File: src/rtl/f_feat_pkg.sv
// Shared types and constants for the line-length feature window.
// Optional windowed-energy path is enabled with `define LL_ENERGY_EN.
package f_feat_pkg;

  localparam int SAMPLE_W   = 32;
  localparam int DIFF_W     = 33;
  localparam int SQ_W       = 64;
  localparam int DEF_WIN    = 256;
  localparam int DEF_ACC_W  = 48;
  localparam int DEF_ESHIFT = 24;

  typedef enum logic [0:0] {
    S_PRIME = 1'b0,   // no previous sample held yet
    S_ACC   = 1'b1    // prev valid, diffs accumulate
  } feat_state_e;

  // |a - b| in 33-bit signed; the magnitude of two 32-bit signed values
  // always fits 33 bits unsigned, so there is no wrap.
  function automatic logic [DIFF_W-1:0] abs_diff(input logic signed [SAMPLE_W-1:0] a,
                                                 input logic signed [SAMPLE_W-1:0] b);
    logic signed [DIFF_W-1:0] df;
    df = $signed({a[SAMPLE_W-1], a}) - $signed({b[SAMPLE_W-1], b});
    return df[DIFF_W-1] ? DIFF_W'(-df) : DIFF_W'(df);
  endfunction

endpackage

File: src/rtl/sat_accum.sv
// Saturating accumulator with sticky saturation flag and sync clear.
// sum_next/flag_next expose the value the accumulator would take this
// cycle so the caller can capture a window total on its final sample.
module sat_accum #(
  parameter int W    = 48,
  parameter int IN_W = 33
) (
  input  logic            clk,
  input  logic            reset,
  input  logic            en,
  input  logic            clr,
  input  logic [IN_W-1:0] d,
  output logic [W-1:0]    sum_next,
  output logic            flag_next
);

  localparam int SW = ((W > IN_W) ? W : IN_W) + 1;

  logic [W-1:0]  acc;
  logic          flag;
  logic [SW-1:0] sum_w;
  logic          add_ovf;

  // widened add; any bit above W means the true sum exceeds the range
  always_comb begin
    sum_w     = SW'(acc) + SW'(d);
    add_ovf   = |sum_w[SW-1:W];
    sum_next  = add_ovf ? {W{1'b1}} : sum_w[W-1:0];
    flag_next = flag | add_ovf;
  end

  // clear wins over accumulate so a window restart drops the current input
  always_ff @(posedge clk) begin
    if (reset || clr) begin
      acc  <= '0;
      flag <= 1'b0;
    end else if (en) begin
      acc  <= sum_next;
      flag <= flag_next;
    end
  end

endmodule

File: src/rtl/ll_feature_win.sv
// Line-length feature over non-overlapping windows of WIN accepted samples.
// Emits sum |x[n]-x[n-1]| with a one-cycle out_valid per window.
// `define LL_ENERGY_EN adds a saturating (x*x)>>ESHIFT energy accumulator.
module ll_feature_win
  import f_feat_pkg::*;
#(
  parameter int WIN    = DEF_WIN,
  parameter int ACC_W  = DEF_ACC_W,
  parameter int ESHIFT = DEF_ESHIFT
) (
  input  logic                       clk,
  input  logic                       reset,
  input  logic                       in_valid,
  input  logic signed [SAMPLE_W-1:0] x,
  input  logic                       clear,
  output logic                       out_valid,
  output logic [ACC_W-1:0]           ll_out,
  output logic                       ovf,
  output logic [ACC_W-1:0]           energy_out
);

  localparam int CNT_W = $clog2(WIN + 1);

  if (WIN < 1 || ACC_W < 33 || ESHIFT < 0 || ESHIFT > 63) begin : g_bad_param
    $error("ll_feature_win: illegal WIN/ACC_W/ESHIFT");
  end

  feat_state_e                state;
  logic signed [SAMPLE_W-1:0] prev;
  logic [CNT_W-1:0]           count;
  logic                       acc_en;
  logic                       last;
  logic                       done;
  logic                       win_clr;
  logic [DIFF_W-1:0]          diff;
  logic [ACC_W-1:0]           ll_sum_next;
  logic                       ll_flag_next;
  logic                       e_flag_next;

  // a sample presented with clear is discarded; done marks the window's final sample
  always_comb begin
    acc_en  = in_valid & ~clear;
    last    = (count == CNT_W'(WIN - 1));
    done    = acc_en & last;
    win_clr = clear | done;
    diff    = (state == S_PRIME) ? '0 : abs_diff(x, prev);
  end

  sat_accum #(.W(ACC_W), .IN_W(DIFF_W)) u_ll_acc (
    .clk       (clk),
    .reset     (reset),
    .en        (acc_en),
    .clr       (win_clr),
    .d         (diff),
    .sum_next  (ll_sum_next),
    .flag_next (ll_flag_next)
  );

`ifdef LL_ENERGY_EN
  logic signed [SQ_W-1:0] sq;
  logic [SQ_W-1:0]        e_d;
  logic [ACC_W-1:0]       e_sum_next;

  // square is non-negative, so the shift can be logical
  always_comb begin
    sq  = SQ_W'(x) * SQ_W'(x);
    e_d = sq >> ESHIFT;
  end

  sat_accum #(.W(ACC_W), .IN_W(SQ_W)) u_e_acc (
    .clk       (clk),
    .reset     (reset),
    .en        (acc_en),
    .clr       (win_clr),
    .d         (e_d),
    .sum_next  (e_sum_next),
    .flag_next (e_flag_next)
  );

  // energy is emitted alongside ll_out with the same pulse
  always_ff @(posedge clk) begin
    if (reset)     energy_out <= '0;
    else if (done) energy_out <= e_sum_next;
  end
`else
  assign e_flag_next = 1'b0;
  assign energy_out  = '0;
`endif

  // FSM, previous sample and window count; prev survives window boundaries
  always_ff @(posedge clk) begin
    if (reset) begin
      state <= S_PRIME;
      prev  <= '0;
      count <= '0;
    end else if (clear) begin
      state <= S_PRIME;
      count <= '0;
    end else if (acc_en) begin
      state <= S_ACC;
      prev  <= x;
      count <= last ? '0 : count + 1'b1;
    end
  end

  // registered window result; outputs hold between pulses
  always_ff @(posedge clk) begin
    if (reset) begin
      out_valid <= 1'b0;
      ll_out    <= '0;
      ovf       <= 1'b0;
    end else begin
      out_valid <= done;
      if (done) begin
        ll_out <= ll_sum_next;
        ovf    <= ll_flag_next | e_flag_next;
      end
    end
  end

endmodule

File: config.mk
export PLATFORM = sky130hd
export DESIGN_NAME = ll_feature_win
export DESIGN_NICKNAME = d
export VERILOG_FILES = /design/src/rtl/f_feat_pkg.sv /design/src/rtl/sat_accum.sv /design/src/rtl/ll_feature_win.sv
export SDC_FILE = /design/constraint.sdc
export NUM_CORES = 1
export LEC_CHECK = 0
export BUFFER_PORTS_ARGS = -buffer_cell sky130_fd_sc_hd__buf_2
export CORE_ASPECT_RATIO = 1.4
export CORE_MARGIN = 5
export CORE_UTILIZATION = 46
export CTS_BUF_LIST = sky130_fd_sc_hd__clkbuf_4 sky130_fd_sc_hd__clkbuf_8
export DETAILED_ROUTE_END_ITERATION = 8
export HOLD_SLACK_MARGIN = 0.03
export PLACE_DENSITY = 0.71
export SYNTH_ARGS = -nofsm -noshare
export SYNTH_HDL_FRONTEND = slang
export SYNTH_SLANG_ARGS = --single-unit
File: constraint.sdc
create_clock -name clk -period 5.52 [get_ports clk]
set_input_delay 0.276 -clock clk [delete_from_list [all_inputs] [get_ports clk]]
set_output_delay 0.276 -clock clk [all_outputs]
set_load 0.05 [all_outputs]
==> tab_implementation.tex, run 1 <==
\begin{tabular}{lr}
\hline
Metric & Value \\
\hline
\multicolumn{2}{l}{\textbf{Run status}} \\
Run status & complete, but fails checks \\
Failing checks & setup timing \\
\multicolumn{2}{l}{\textbf{Logic synthesis}} \\
Cell area after technology mapping & 10400 µm² \\
Count of flip-flops with a built-in enable after synthesis & 0 \\
Top flip-flop cell by instance count after synthesis & dfxtp\_1 \\
Share of synthesized area occupied by flip-flops and latches & 27.1\% \\
Gate count after technology mapping & 1355 \\
Average instance area after synthesis & 7.70 µm² \\
Share of synthesized flip-flops with an asynchronous set or reset & 0\% \\
Count of warnings emitted by yosys & 0 \\
Seq cells post-synth & 141 \\
Post-synth cell types & 95 \\
\multicolumn{2}{l}{\textbf{STA}} \\
Max Freq & 174 MHz \\
Max Slew Vio Count & 0 \\
Setup repair after global routing missed its margin & yes \\
Time the worst path needs with I/O delays and setup & 5.73 ns \\
Tcrit/Tclk final & 104\% \\
Minimum setup slack in the final design & -0.214 ns \\
Least-Margin Pin Slew & 1.25 ns \\
Total setup violations reported at the end of the flow & 81 \\
Hold violation count in the final report & 0 \\
Clock Skews & 0.0156 ns \\
Relative slew slack & 16.4\% \\
\multicolumn{2}{l}{\textbf{Detailed routing}} \\
Violation count after the first detailed-route iteration & 694 \\
Post-detailed-routing wire length & 28.9 mm \\
Wire per inst & 14.7 µm \\
Vias per cell & 5.44 \\
Total via count after detailed routing & 10.7k \\
Post-route DRC violation count & 0 \\
Iteration count of the initial detailed-routing pass & 6 \\
Remaining antenna violation count & 0 \\
\multicolumn{2}{l}{\textbf{Pwr}} \\
Leakage power figure & 5.95 nW \\
Switching power share of the total & 36.0\% \\
Combinational Power Share & 32.1\% \\
Design Power & 2.82 mW \\
Internal power consumption & 1.81 mW \\
Net switching component of the power & 1.01 mW \\
Portion of total power attributed to the clock network & 30.7\% \\
IR Drop Worst-Case VDD & 0.162 mV \\
Total power divided by cell area & 202 nW/µm² \\
Proportion of power drawn by flip-flops and latches & 37.2\% \\
\multicolumn{2}{l}{\textbf{GRT}} \\
First-pass GRT wire length & 46.5 mm \\
Grt ovf & 0 \\
Highest-utilization routing layer at the global route stage & met2 \\
Pin count of the biggest net entering global routing & 114 \\
Number of global-route vias before repair & 10.1k \\
Met1 routing resource usage after global routing & 25.0\% \\
Total GRT Usage & 21.7\% \\
Initial antenna violation count & 0 \\
Fraction of met2 tracks used by global routing & 39.2\% \\
Met3 Track Usage GR & 3.47\% \\
\multicolumn{2}{l}{\textbf{Floorplan}} \\
Die area & 25800 µm² \\
Row count & 65 \\
Number of ports placed on the die boundary & 134 \\
Vertical die dimension & 188 µm \\
Horizontal extent of the die & 137 µm \\
Core area & 22400 µm² \\
Initial Utilization & 46.5\% \\
\multicolumn{2}{l}{\textbf{Min path}} \\
HP Class & in2reg \\
Start point of the worst hold path & x[24] \\
Depth of the worst hold-timing path & 3 \\
Sink of the worst hold path & prev[24] \\
\multicolumn{2}{l}{\textbf{Placed design}} \\
Last weighted congestion value of the routability-driven placer & 0.916 \\
Buffers on Ports & 85 \\
Placement-stage cell area & 12300 µm² \\
DP HPWL & 20.7 mm \\
\multicolumn{2}{l}{\textbf{Clock tree}} \\
Root buffer cell & clkbuf\_8 \\
Clock latency at the later pin of the worst-skew pair & 0.48 ns \\
Maximum level of the CTS H-tree & 4 \\
Maximum root-to-sink buffer count & 2 \\
Clock-pin slew reported for the worst setup and hold paths after clock tree synthesis & 0.10 ns \\
Clock Sink Count & 141 \\
Clock tree from TritonCTS & done \\
CTS buffer count & 17 \\
\multicolumn{2}{l}{\textbf{Critical path}} \\
Data arrival, critical path & 6.12 ns \\
Reg2Reg Capture Point & ll\_out[44] \\
Worst setup path startpoint & prev[0] \\
Startpoint-to-endpoint class of the critical path & reg2reg \\
Startpoint class of the critical path & flip-flop \\
CP max FO & 6 \\
Stage delay of the slowest cell on the critical path & 0.37 ns \\
Worst EP required & 5.90 ns \\
Endpoint class of the critical path & flip-flop \\
Slowest cell on crit path & fa\_2 \\
Reg2reg path depth & 28 \\
Setup slack, reg-to-reg & -0.21 ns \\
Reg-to-reg critical path startpoint & prev[0] \\
\multicolumn{2}{l}{\textbf{Layout}} \\
Most frequent standard cell in the layout excluding fill and tap cells & buf\_4 \\
Antenna fix cells & 0 \\
Fraction of final layout cells with drive strength greater than 1 & 30.4\% \\
Number of nets in the layout & 1760 \\
Final cell area excluding filler cells & 14000 µm² \\
Most frequent cells in the layout & buf\_4, nor2\_1, dfxtp\_1, nand2\_1, a21oi\_1 \\
Synth-to-layout area growth & 34.0\% \\
\multicolumn{2}{l}{\textbf{Job}} \\
Number of maximum-capacitance constraint violations & 0 \\
\hline
\end{tabular}
flip-flops by register name, indices dropped and copies added, names as in the netlist:
register       count
ovf                1
out_valid          1
u_ll_acc.flag      1
u_ll_acc.acc      48
state              1
ll_out            48
count              9
prev              32
cell usage after synthesis, types with 5 or more instances:
master / count / area (µm²)
nand3_1: 17 / 85.1
inv_1: 52 / 195
o21ai_0: 67 / 335
o21bai_1: 5 / 37.5
nor3_1: 17 / 85.1
dfxtp_1: 141 / 2820
and4_1: 8 / 70.1
o21a_1: 12 / 90.1
or3_1: 7 / 43.8
a311oi_1: 11 / 96.3
and3_1: 16 / 100
and2_1: 11 / 68.8
a211oi_1: 77 / 578
o31ai_1: 5 / 37.5
nor2_1: 189 / 709
o211ai_1: 7 / 52.6
buf_4: 51 / 383
xor2_1: 43 / 377
nor2b_1: 12 / 75.1
buf_2: 11 / 55.1
a21oi_1: 115 / 576
clkbuf_1: 48 / 180
ha_1: 67 / 838
xnor2_1: 51 / 447
a31oi_1: 22 / 138
buf_6: 7 / 78.8
a21o_1: 35 / 263
nand2_1: 123 / 462
nand2b_1: 14 / 87.6
nand4_1: 19 / 119
area by class of cell:
type                    instances  area [µm²]
clock buffers                  17         234
clock inverters                15         171
fillers                      1986        8470
inverters                      52         195
multi-input cells            1091        7540
flip-flops and latches        141        2830
well taps                     301         377
repair buffers                352        2640
critical path: cells and delay by family, from the launching register on:
family	cells	cell delay [ns]
AO/OA/AOI/OAI	13	2.74
XOR/XNOR	1	0.13
adder cells (fa/ha/maj)	3	0.86
buffers and inverters	6	0.99
flip-flops	1	0.34
AND/OR/NAND/NOR	5	0.56
routing by layer:
layer / wire length (µm) / vias to the layer above
met5: 0 / -
met4: 848 / 0
met3: 1220 / 69
met2: 14900 / 300
met1: 12000 / 4988
li1: - / 5351
through the flow:
step | std cells | TNS, ns | util [%] | hold slack (ns) | worst slack (ns)
after global routing | 1969 | -28.47 | 62.3 | 0.0444 | -0.433
final | 1969 | -7.38 | 62.3 | 0.0537 | -0.214
after floorplan | 1402 | 0 | - | 0.353 | 0.0172
after global placement | 1874 | -29.81 | 54.8 | 0.440 | -0.453
after detailed placement | 1874 | -41.77 | 54.8 | 0.447 | -0.530
after CTS | 1950 | -2.65 | 59.9 | 0.0305 | -0.115
power by group through the flow:
| stage | Sequential, mW | Clock (mW) | Combinational, mW |
|---|---|---|---|
| floorplan | 1.07 | 0 | 0.583 |
| global placement | 1.07 | 0 | 0.802 |
| detailed placement | 1.07 | 0 | 0.818 |
| CTS | 1.05 | 0.883 | 0.870 |
| global route | 1.05 | 0.929 | 0.992 |
| finish | 1.05 | 0.866 | 0.906 |
kinds of logic (layout without fill, tap and decap cells):
family	count (synthesis)	in the layout	share of synthesized area, %
AOI/OAI and AO/OA	415	415	27.0
xor gates and xnor gates	94	94	7.89
adders and majority gates	69	69	8.42
buffers and inverters	170	436	8.65
DFF	141	141	27.1
muxes	4	4	0.384
other	1	48	0.0359
and+or+nand+nor	461	461	20.6
what timing repair did:
action                                  CTS  global route
gates cloned                              3             0
hold endpoints to repair                 28             0
hold buffers                             28             0
buffers inserted                         14            20
resized for setup                        81           107
endpoints found under the setup margin   98            98
pin swaps                                49            50
how the worst max path moves through the flow:
stage                     cells past startpoint          endpoint
after global placement                       30        ll_out[45]
after CTS                                    27        ll_out[46]
final                                        28        ll_out[44]
after floorplan                              25  u_ll_acc.acc[37]
after global routing                         29        ll_out[44]
after detailed placement                     29        ll_out[45]
No activity file was read; power rests on OpenSTA's default activity.
==> inputs of run 2 (changes only) <==
CORE_UTILIZATION = 55   (was 46)
PLACE_DENSITY = 0.82   (was 0.71)
==> run 2 against run 1 <==
Against the previous run:
- the run still ends with setup timing left
- routed wire length increased by 14%
- critical path depth unchanged
- utilization increased by 13 points
- flip-flop and latch count unchanged
- clock-buffer cell count unchanged
- die area decreased by 15%
- setup slack got worse by 0.20 ns
- register-to-register slack got worse by 0.20 ns
- critical path type unchanged
- highest routed layer unchanged
- clock power decreased by 4.5%
- critical endpoint is now ll_out[27]
==> tab_implementation.tex, run 2 (synthesis gave the netlist of run 1 again) <==
\begin{tabular}{lr}
\hline
Metric & Value \\
\hline
\multicolumn{2}{l}{\textbf{GRT}} \\
Number of global-route vias before repair & 10.2k (was 10.1k) \\
First-pass GRT wire length & 47.6 mm (was 46.5 mm) \\
Pin count of the biggest net entering global routing & 86 (was 114) \\
Total GRT Usage & 25.5\% (was 21.7\%) \\
Grt ovf & 0 (unchanged) \\
Initial antenna violation count & 0 (unchanged) \\
\multicolumn{2}{l}{\textbf{Layout}} \\
Filler instances & 1276 (was 1986) \\
Synth-to-layout area growth & 34.7\% (was 34.0\%) \\
Antenna fix cells & 0 (unchanged) \\
Most frequent standard cell in the layout excluding fill and tap cells & buf\_4 (unchanged) \\
Non-filler cells, final & 1896 (was 1969) \\
Fraction of final layout cells with drive strength greater than 1 & 33.2\% (was 30.4\%) \\
Registers with the highest flip-flop counts & ll\_out: 48 flops, u\_ll\_acc.acc: 48 flops, prev: 32 flops (unchanged) \\
Sequential standard cell area & 2820 µm² (was 2830 µm²) \\
Number of nets in the layout & 1744 (was 1760) \\
Most frequent cells in the layout & buf\_4, nor2\_1, dfxtp\_1, nand2\_1, a21oi\_1 (unchanged) \\
Area of the multi-input gates & 7830 µm² (was 7540 µm²) \\
\multicolumn{2}{l}{\textbf{Min path}} \\
Depth of the worst hold-timing path & 3 (unchanged) \\
Start point of the worst hold path & x[2] (was x[24]) \\
Sink of the worst hold path & prev[2] (was prev[24]) \\
HP Class & in2reg (unchanged) \\
\multicolumn{2}{l}{\textbf{STA}} \\
Hold violation count in the final report & 0 (unchanged) \\
Max Freq & 168 MHz (was 174 MHz) \\
Time the worst path needs with I/O delays and setup & 5.94 ns (was 5.73 ns) \\
Total setup violations reported at the end of the flow & 98 (was 81) \\
Least-Margin Pin Slew & 1.21 ns (was 1.25 ns) \\
Tcrit/Tclk final & 108\% (was 104\%) \\
Total Neg Setup Slack & -28.78 ns (was -7.38 ns) \\
Setup repair after global routing missed its margin & yes (unchanged) \\
Max Slew Vio Count & 0 (unchanged) \\
Minimum setup slack in the final design & -0.416 ns (was -0.214 ns) \\
Hold\_ws & 0.0457 ns (was 0.0537 ns) \\
Clock Skews & 0.0187 ns (was 0.0156 ns) \\
Relative slew slack & 19.3\% (was 16.4\%) \\
\multicolumn{2}{l}{\textbf{Clock tree}} \\
Maximum level of the CTS H-tree & 4 (unchanged) \\
Root buffer cell & clkbuf\_8 (unchanged) \\
Clock tree from TritonCTS & done (unchanged) \\
Clock Sink Count & 141 (unchanged) \\
Number of buffers inserted by hold repair at cts & 0 (was 28) \\
Clock-pin slew reported for the worst setup and hold paths after clock tree synthesis & 0.10 ns (about the same) \\
CTS buffer count & 17 (unchanged) \\
Maximum root-to-sink buffer count & 2 (unchanged) \\
Clock latency at the later pin of the worst-skew pair & 0.48 ns (about the same) \\
\multicolumn{2}{l}{\textbf{Run status}} \\
Run status & complete, but fails checks (unchanged) \\
Failing checks & setup timing (unchanged) \\
\multicolumn{2}{l}{\textbf{Placed design}} \\
Pre-CTS setup slack & -0.454 ns (was -0.530 ns) \\
Cell count after placement & 1818 (was 1874) \\
Last weighted congestion value of the routability-driven placer & 0.951 (was 0.916) \\
Buffers on Ports & 85 (unchanged) \\
DP HPWL & 21.0 mm (was 20.7 mm) \\
\multicolumn{2}{l}{\textbf{Floorplan}} \\
Vertical die dimension & 173 µm (was 188 µm) \\
Initial Utilization & 56.1\% (was 46.5\%) \\
Horizontal extent of the die & 126 µm (was 137 µm) \\
Row count & 59 (was 65) \\
Core area & 18600 µm² (was 22400 µm²) \\
Number of ports placed on the die boundary & 134 (unchanged) \\
Die area & 21900 µm² (was 25800 µm²) \\
\multicolumn{2}{l}{\textbf{Critical path}} \\
Reg2reg path depth & 28 (unchanged) \\
Setup slack, reg-to-reg & -0.42 ns (was -0.21 ns) \\
Startpoint class of the critical path & flip-flop (unchanged) \\
Data arrival, critical path & 6.23 ns (was 6.12 ns) \\
Worst EP required & 5.81 ns (was 5.90 ns) \\
Endpoint class of the critical path & flip-flop (unchanged) \\
Reg2Reg Capture Point & ll\_out[27] (was ll\_out[44]) \\
Startpoint-to-endpoint class of the critical path & reg2reg (unchanged) \\
Reg-to-reg critical path startpoint & prev[0] (unchanged) \\
Slowest cell on crit path & fa\_2 (unchanged) \\
Stage delay of the slowest cell on the critical path & 0.37 ns (about the same) \\
Worst path bufs/invs & 5 (was 6) \\
CP max FO & 6 (unchanged) \\
Cell class contributing the biggest share of worst-path delay & compound AO/OA/AOI/OAI gates (unchanged) \\
Top cell by count, worst path & buf\_6 \\
\multicolumn{2}{l}{\textbf{Detailed routing}} \\
Post-route DRC violation count & 0 (unchanged) \\
Wire per inst & 17.4 µm (was 14.7 µm) \\
Violation count after the first detailed-route iteration & 961 (was 694) \\
Remaining antenna violation count & 0 (unchanged) \\
Post-detailed-routing wire length & 32.9 mm (was 28.9 mm) \\
Vias per cell & 5.93 (was 5.44) \\
Total via count after detailed routing & 11.3k (was 10.7k) \\
Iteration count of the initial detailed-routing pass & 8 (was 6) \\
\multicolumn{2}{l}{\textbf{Job}} \\
Number of maximum-capacitance constraint violations & 0 (unchanged) \\
\multicolumn{2}{l}{\textbf{Pwr}} \\
Total power divided by cell area & 201 nW/µm² (was 202 nW/µm²) \\
Design Power & 2.83 mW (was 2.82 mW) \\
IR Drop Worst-Case VDD & 0.126 mV (was 0.162 mV) \\
Leakage power figure & 5.99 nW (was 5.95 nW) \\
\hline
\end{tabular}
==> run 2: worst max-delay path by stage <==
stage	start	end	slack, ns	cells past startpoint
floorplan	x[0]	u_ll_acc.acc[37]	0.02	25
global placement	x[0]	ll_out[40]	-0.34	29
detailed placement	x[0]	ll_out[40]	-0.45	29
CTS	prev[0]	ll_out[40]	-0.04	27
global route	prev[1]	u_ll_acc.acc[41]	-0.71	27
finish	prev[0]	ll_out[27]	-0.42	28
==> run 2: area by class of cell <==
class,instances,share of cell area (%)
multi-input combinational,1091,55.7
sequential,141,20.1
timing repair buffer,336,17.9
tap,244,2.17
clock buffer,17,1.66
inverter,52,1.39
clock inverter,15,1.06
==> run 2: stage by stage <==
stage / instance area, µm² / utilization, %
floorplan: 10600 / -
global placement: 12200 / 65.7
detailed placement: 12200 / 65.7
CTS: 13000 / 70.1
global route: 14100 / 75.6
finish: 14100 / 75.6
==> run 2: routing by layer <==
layer	part of all wire (%)	vias up	track usage (%)
met1	38	5252	29.7
met2	51	526	46.2
met5	0	-	0
met4	5.1	0	10.6
met3	6.1	156	3.55
li1	-	5318	-
==> run 2: report_power, final <==
group | total (mW) | internal, mW | switching [mW]
registers | 1.05 | 1.04 | 0.0132
logic | 0.951 | 0.396 | 0.554
clock network | 0.827 | 0.333 | 0.494
total | 2.83 | 1.77 | 1.06
==> run 2: what timing repair did <==
| item | CTS | global route |
|---|---|---|
| pin swaps | 29 | 90 |
| endpoints found under the setup margin | 98 | 98 |
| resized for setup | 62 | 180 |
| buffers inserted | 21 | 23 |
| cloned | 1 | 4 |
==> run 2: worst register-to-register path, delay by kind of cell, from the launching register on <==
kind | cells | cell delay, ns
compound gates | 14 | 2.76
simple gates | 5 | 0.82
buf+inv | 5 | 0.74
flops | 1 | 0.34
fa+ha+maj | 3 | 0.84
xor+xnor | 1 | 0.24
==> inputs of run 3 (changes only) <==
ABC_AREA = 1   (was unset)
CORE_UTILIZATION = 56   (was 55)
PLACE_DENSITY = 0.83   (was 0.82)
==> run 3 against run 2 <==
Against the previous run:
- the flow now finishes without violations
- power rose by 2.6%
- clock power rose by 17%
- register-to-register slack improved by 0.76 ns
- via count rose by 14%
- cell count rose by 24%
- global-route usage rose by 6.5 points
- flip-flop and latch count did not move
- non-clock buffer count fell by 231
- routed wire length rose by 20%
- critical path type unchanged
- critical endpoint is now ll_out[33]
- largest cell class unchanged
==> tab_implementation.tex, run 3 <==
\begin{tabular}{lr}
\hline
Metric & Value \\
\hline
\multicolumn{2}{l}{\textbf{Clock tree}} \\
Maximum level of the CTS H-tree & 4 (unchanged) \\
CTS buffer count & 17 (unchanged) \\
Clock latency at the later pin of the worst-skew pair & 0.50 ns (was 0.48 ns) \\
Maximum root-to-sink buffer count & 2 (unchanged) \\
Clock-pin slew reported for the worst setup and hold paths after clock tree synthesis & 0.10 ns (about the same) \\
Clock Sink Count & 141 (unchanged) \\
Clock tree from TritonCTS & done (unchanged) \\
Root buffer cell & clkbuf\_8 (unchanged) \\
\multicolumn{2}{l}{\textbf{Logic synthesis}} \\
Area fraction of the dominant cell type after synthesis & 23.5\% (was 27.1\%) \\
Top cells by instance count after synthesis & nand2\_1, inv\_1, nor2\_1 (was nor2\_1, dfxtp\_1, nand2\_1) \\
Post-synth cell types & 48 (was 95) \\
Cell area after technology mapping & 12000 µm² (was 10400 µm²) \\
Top flip-flop cell by instance count after synthesis & dfxtp\_1 (unchanged) \\
Basic-gate share of the synthesized area counting and, or, nand and nor cells & 35.6\% (was 20.6\%) \\
Cell accounting for the most synthesized area & dfxtp\_1 (unchanged) \\
Portion of netlist area occupied by mux cells & 0\% (was 0.384\%) \\
Dominant combinational cell family by area after synthesis & simple AND/OR/NAND/NOR gates (was compound AO/OA/AOI/OAI gates) \\
Seq cells post-synth & 141 (unchanged) \\
Synth top area cells & dfxtp\_1, nand2\_1, inv\_1 (was dfxtp\_1, ha\_1, nor2\_1) \\
Share of synthesized area occupied by flip-flops and latches & 23.5\% (was 27.1\%) \\
Synth Area in XOR/XNOR & 2.78\% (was 7.89\%) \\
Count of flip-flops with a built-in enable after synthesis & 0 (unchanged) \\
Count of warnings emitted by yosys & 0 (unchanged) \\
Synthesized-area fraction occupied by adder cells & 7.33\% (was 8.42\%) \\
Synth Area in Compound Gates & 16.4\% (was 27.0\%) \\
Share of synthesized flip-flops with an asynchronous set or reset & 0\% (unchanged) \\
Average instance area after synthesis & 5.96 µm² (was 7.70 µm²) \\
Leading cell type by number of instances after synthesis & nand2\_1 (was nor2\_1) \\
Gate count after technology mapping & 2011 (was 1355) \\
\multicolumn{2}{l}{\textbf{GRT}} \\
Pin count of the biggest net entering global routing & 82 (was 86) \\
Total GRT Usage & 32.0\% (was 25.5\%) \\
Grt ovf & 0 (unchanged) \\
Number of global-route vias before repair & 12.4k (was 10.2k) \\
Initial antenna violation count & 0 (unchanged) \\
First-pass GRT wire length & 62.4 mm (was 47.6 mm) \\
\multicolumn{2}{l}{\textbf{Detailed routing}} \\
Post-route DRC violation count & 0 (unchanged) \\
Remaining antenna violation count & 0 (unchanged) \\
Violation count after the first detailed-route iteration & 801 (was 961) \\
Total via count after detailed routing & 12.8k (was 11.3k) \\
Vias per cell & 5.44 (was 5.93) \\
Iteration count of the initial detailed-routing pass & 7 (was 8) \\
Post-detailed-routing wire length & 39.6 mm (was 32.9 mm) \\
Wire per inst & 16.8 µm (was 17.4 µm) \\
\multicolumn{2}{l}{\textbf{STA}} \\
Total setup violations reported at the end of the flow & 0 (was 98) \\
Tcrit/Tclk final & 93.8\% (was 108\%) \\
Setup repair after global routing missed its margin & no (was yes) \\
Time the worst path needs with I/O delays and setup & 5.18 ns (was 5.94 ns) \\
Hold violation count in the final report & 0 (unchanged) \\
Relative slew slack & 21.5\% (was 19.3\%) \\
Max Freq & 193 MHz (was 168 MHz) \\
Total Neg Setup Slack & 0 ns (was -28.78 ns) \\
Max Slew Vio Count & 0 (unchanged) \\
Least-Margin Pin Slew & 1.18 ns (was 1.21 ns) \\
Hold\_ws & 0.0477 ns (was 0.0457 ns) \\
Clock Skews & 0.0148 ns (was 0.0187 ns) \\
\multicolumn{2}{l}{\textbf{Pwr}} \\
Proportion of power drawn by flip-flops and latches & 36.6\% (was 37.1\%) \\
Total power divided by cell area & 224 nW/µm² (was 201 nW/µm²) \\
Net switching component of the power & 1.13 mW (was 1.06 mW) \\
Internal power consumption & 1.77 mW (about the same) \\
Portion of total power attributed to the clock network & 33.4\% (was 29.3\%) \\
Switching power share of the total & 39.1\% (was 37.6\%) \\
IR Drop Worst-Case VDD & 0.259 mV (was 0.126 mV) \\
Combinational Power Share & 30.0\% (was 33.6\%) \\
Leakage power figure & 6.75 nW (was 5.99 nW) \\
\multicolumn{2}{l}{\textbf{Min path}} \\
HP Class & in2reg (unchanged) \\
Sink of the worst hold path & prev[0] (was prev[2]) \\
Depth of the worst hold-timing path & 3 (unchanged) \\
Start point of the worst hold path & x[0] (was x[2]) \\
\multicolumn{2}{l}{\textbf{Placed design}} \\
Buffers on Ports & 85 (unchanged) \\
DP HPWL & 31.9 mm (was 21.0 mm) \\
Placement-stage cell area & 12400 µm² (was 12200 µm²) \\
Last weighted congestion value of the routability-driven placer & 0.994 (was 0.951) \\
\multicolumn{2}{l}{\textbf{Layout}} \\
Antenna fix cells & 0 (unchanged) \\
Filler instances & 2119 (was 1276) \\
Number of nets in the layout & 2186 (was 1744) \\
Fraction of final layout cells with drive strength greater than 1 & 9.50\% (was 33.2\%) \\
Most frequent standard cell in the layout excluding fill and tap cells & nand2\_1 (was buf\_4) \\
Most frequent cells in the layout & nand2\_1, inv\_1, nor2\_1, a21oi\_1, dfxtp\_1 (was buf\_4, nor2\_1, dfxtp\_1, nand2\_1, a21oi\_1) \\
Synth-to-layout area growth & 7.75\% (was 34.7\%) \\
Final cell area excluding filler cells & 12900 µm² (was 14100 µm²) \\
Registers with the highest flip-flop counts & ll\_out: 48 flops, u\_ll\_acc.acc: 48 flops, prev: 32 flops (unchanged) \\
Area of the multi-input gates & 7640 µm² (was 7830 µm²) \\
Sequential standard cell area & 2820 µm² (about the same) \\
\multicolumn{2}{l}{\textbf{Critical path}} \\
Reg2reg path depth & 29 (was 28) \\
Worst EP required & 5.94 ns (was 5.81 ns) \\
CP max FO & 6 (unchanged) \\
Reg-to-reg critical path startpoint & prev[14] (was prev[0]) \\
Slowest cell on crit path & o21ai\_0 (was fa\_2) \\
Startpoint-to-endpoint class of the critical path & reg2reg (unchanged) \\
Data arrival, critical path & 5.60 ns (was 6.23 ns) \\
Endpoint class of the critical path & flip-flop (unchanged) \\
Reg2Reg Capture Point & ll\_out[33] (was ll\_out[27]) \\
Setup slack, reg-to-reg & 0.34 ns (was -0.42 ns) \\
Startpoint class of the critical path & flip-flop (unchanged) \\
Stage delay of the slowest cell on the critical path & 0.47 ns (was 0.37 ns) \\
\multicolumn{2}{l}{\textbf{Floorplan}} \\
Initial Utilization & 56.8\% (was 56.1\%) \\
Row count & 63 (was 59) \\
Number of ports placed on the die boundary & 134 (unchanged) \\
Die area & 24500 µm² (was 21900 µm²) \\
Vertical die dimension & 183 µm (was 173 µm) \\
Horizontal extent of the die & 134 µm (was 126 µm) \\
Core area & 21100 µm² (was 18600 µm²) \\
\multicolumn{2}{l}{\textbf{Job}} \\
Number of maximum-capacitance constraint violations & 0 (unchanged) \\
\multicolumn{2}{l}{\textbf{Run status}} \\
Run status & completed (was complete, but fails checks) \\
\hline
\end{tabular}
run 3: worst max-delay path: cells and delay by family, from the launching register on:
family / cells / cell delay [ns]
compound gates: 2 / 0.59
buf+inv: 4 / 0.42
flops: 1 / 0.32
fa+ha+maj: 2 / 0.80
simple gates: 21 / 2.97
run 3: power by group through the flow:
stage | combinational (mW) | sequential, mW | clock, mW
3_3_place_gp | 0.840 | 1.08 | 0
3_5_place_dp | 0.851 | 1.08 | 0
2_1_floorplan | 0.681 | 1.08 | 0
5_1_grt | 0.970 | 1.06 | 1.02
6_report | 0.871 | 1.06 | 0.968
4_1_cts | 0.856 | 1.06 | 0.981
run 3: timing repair:
item,in CTS,in global routing
buffers inserted,0,2
setup endpoints to repair,0,55
resized for setup,0,6
hold buffers,1,0
hold endpoints to repair,1,0
run 3: final cells by class:
cell class / instances / share of cell area [%]
sequential: 141 / 21.8
clock buffer: 18 / 1.87
tap: 260 / 2.52
multi-input combinational: 1524 / 59.2
inverter: 292 / 8.60
timing repair buffer: 105 / 4.47
clock inverter: 14 / 1.52
run 3: logic make-up after synthesis:
kind of cell	Yosys count
DFF	141
other	1
and+or+nand+nor	1008
AOI/OAI and AO/OA	361
buffers and inverters	393
xor gates and xnor gates	38
adders and majority gates	69
run 3: stage by stage:
stage,util (%),setup slack [ns],power (mW),instances
global placement,58.9,0.0247,1.92,2319
finish,61.2,0.340,2.90,2354
detailed placement,58.9,0.0356,1.93,2319
CTS,61.0,0.124,2.90,2352
floorplan,-,1.48,1.76,2058
global route,61.2,0.0510,3.05,2354
run 3: routing by layer:
metal	up-vias	track usage (%)	routed length [µm]
li1	6478	-	-
met1	5820	34.3	15200
met2	393	59.3	20100
met3	126	4.42	1670
met4	0	19.2	2660
met5	-	0	0
run 3: worst max-delay path by stage:
stage	from	to	slack, ns	cells past startpoint
global route	prev[0]	ll_out[23]	0.05	29
finish	prev[14]	ll_out[33]	0.34	29
detailed placement	x[0]	ll_out[33]	0.04	31
floorplan	x[0]	ll_out[21]	1.48	32
global placement	x[0]	ll_out[33]	0.02	31
CTS	prev[0]	ll_out[33]	0.12	29
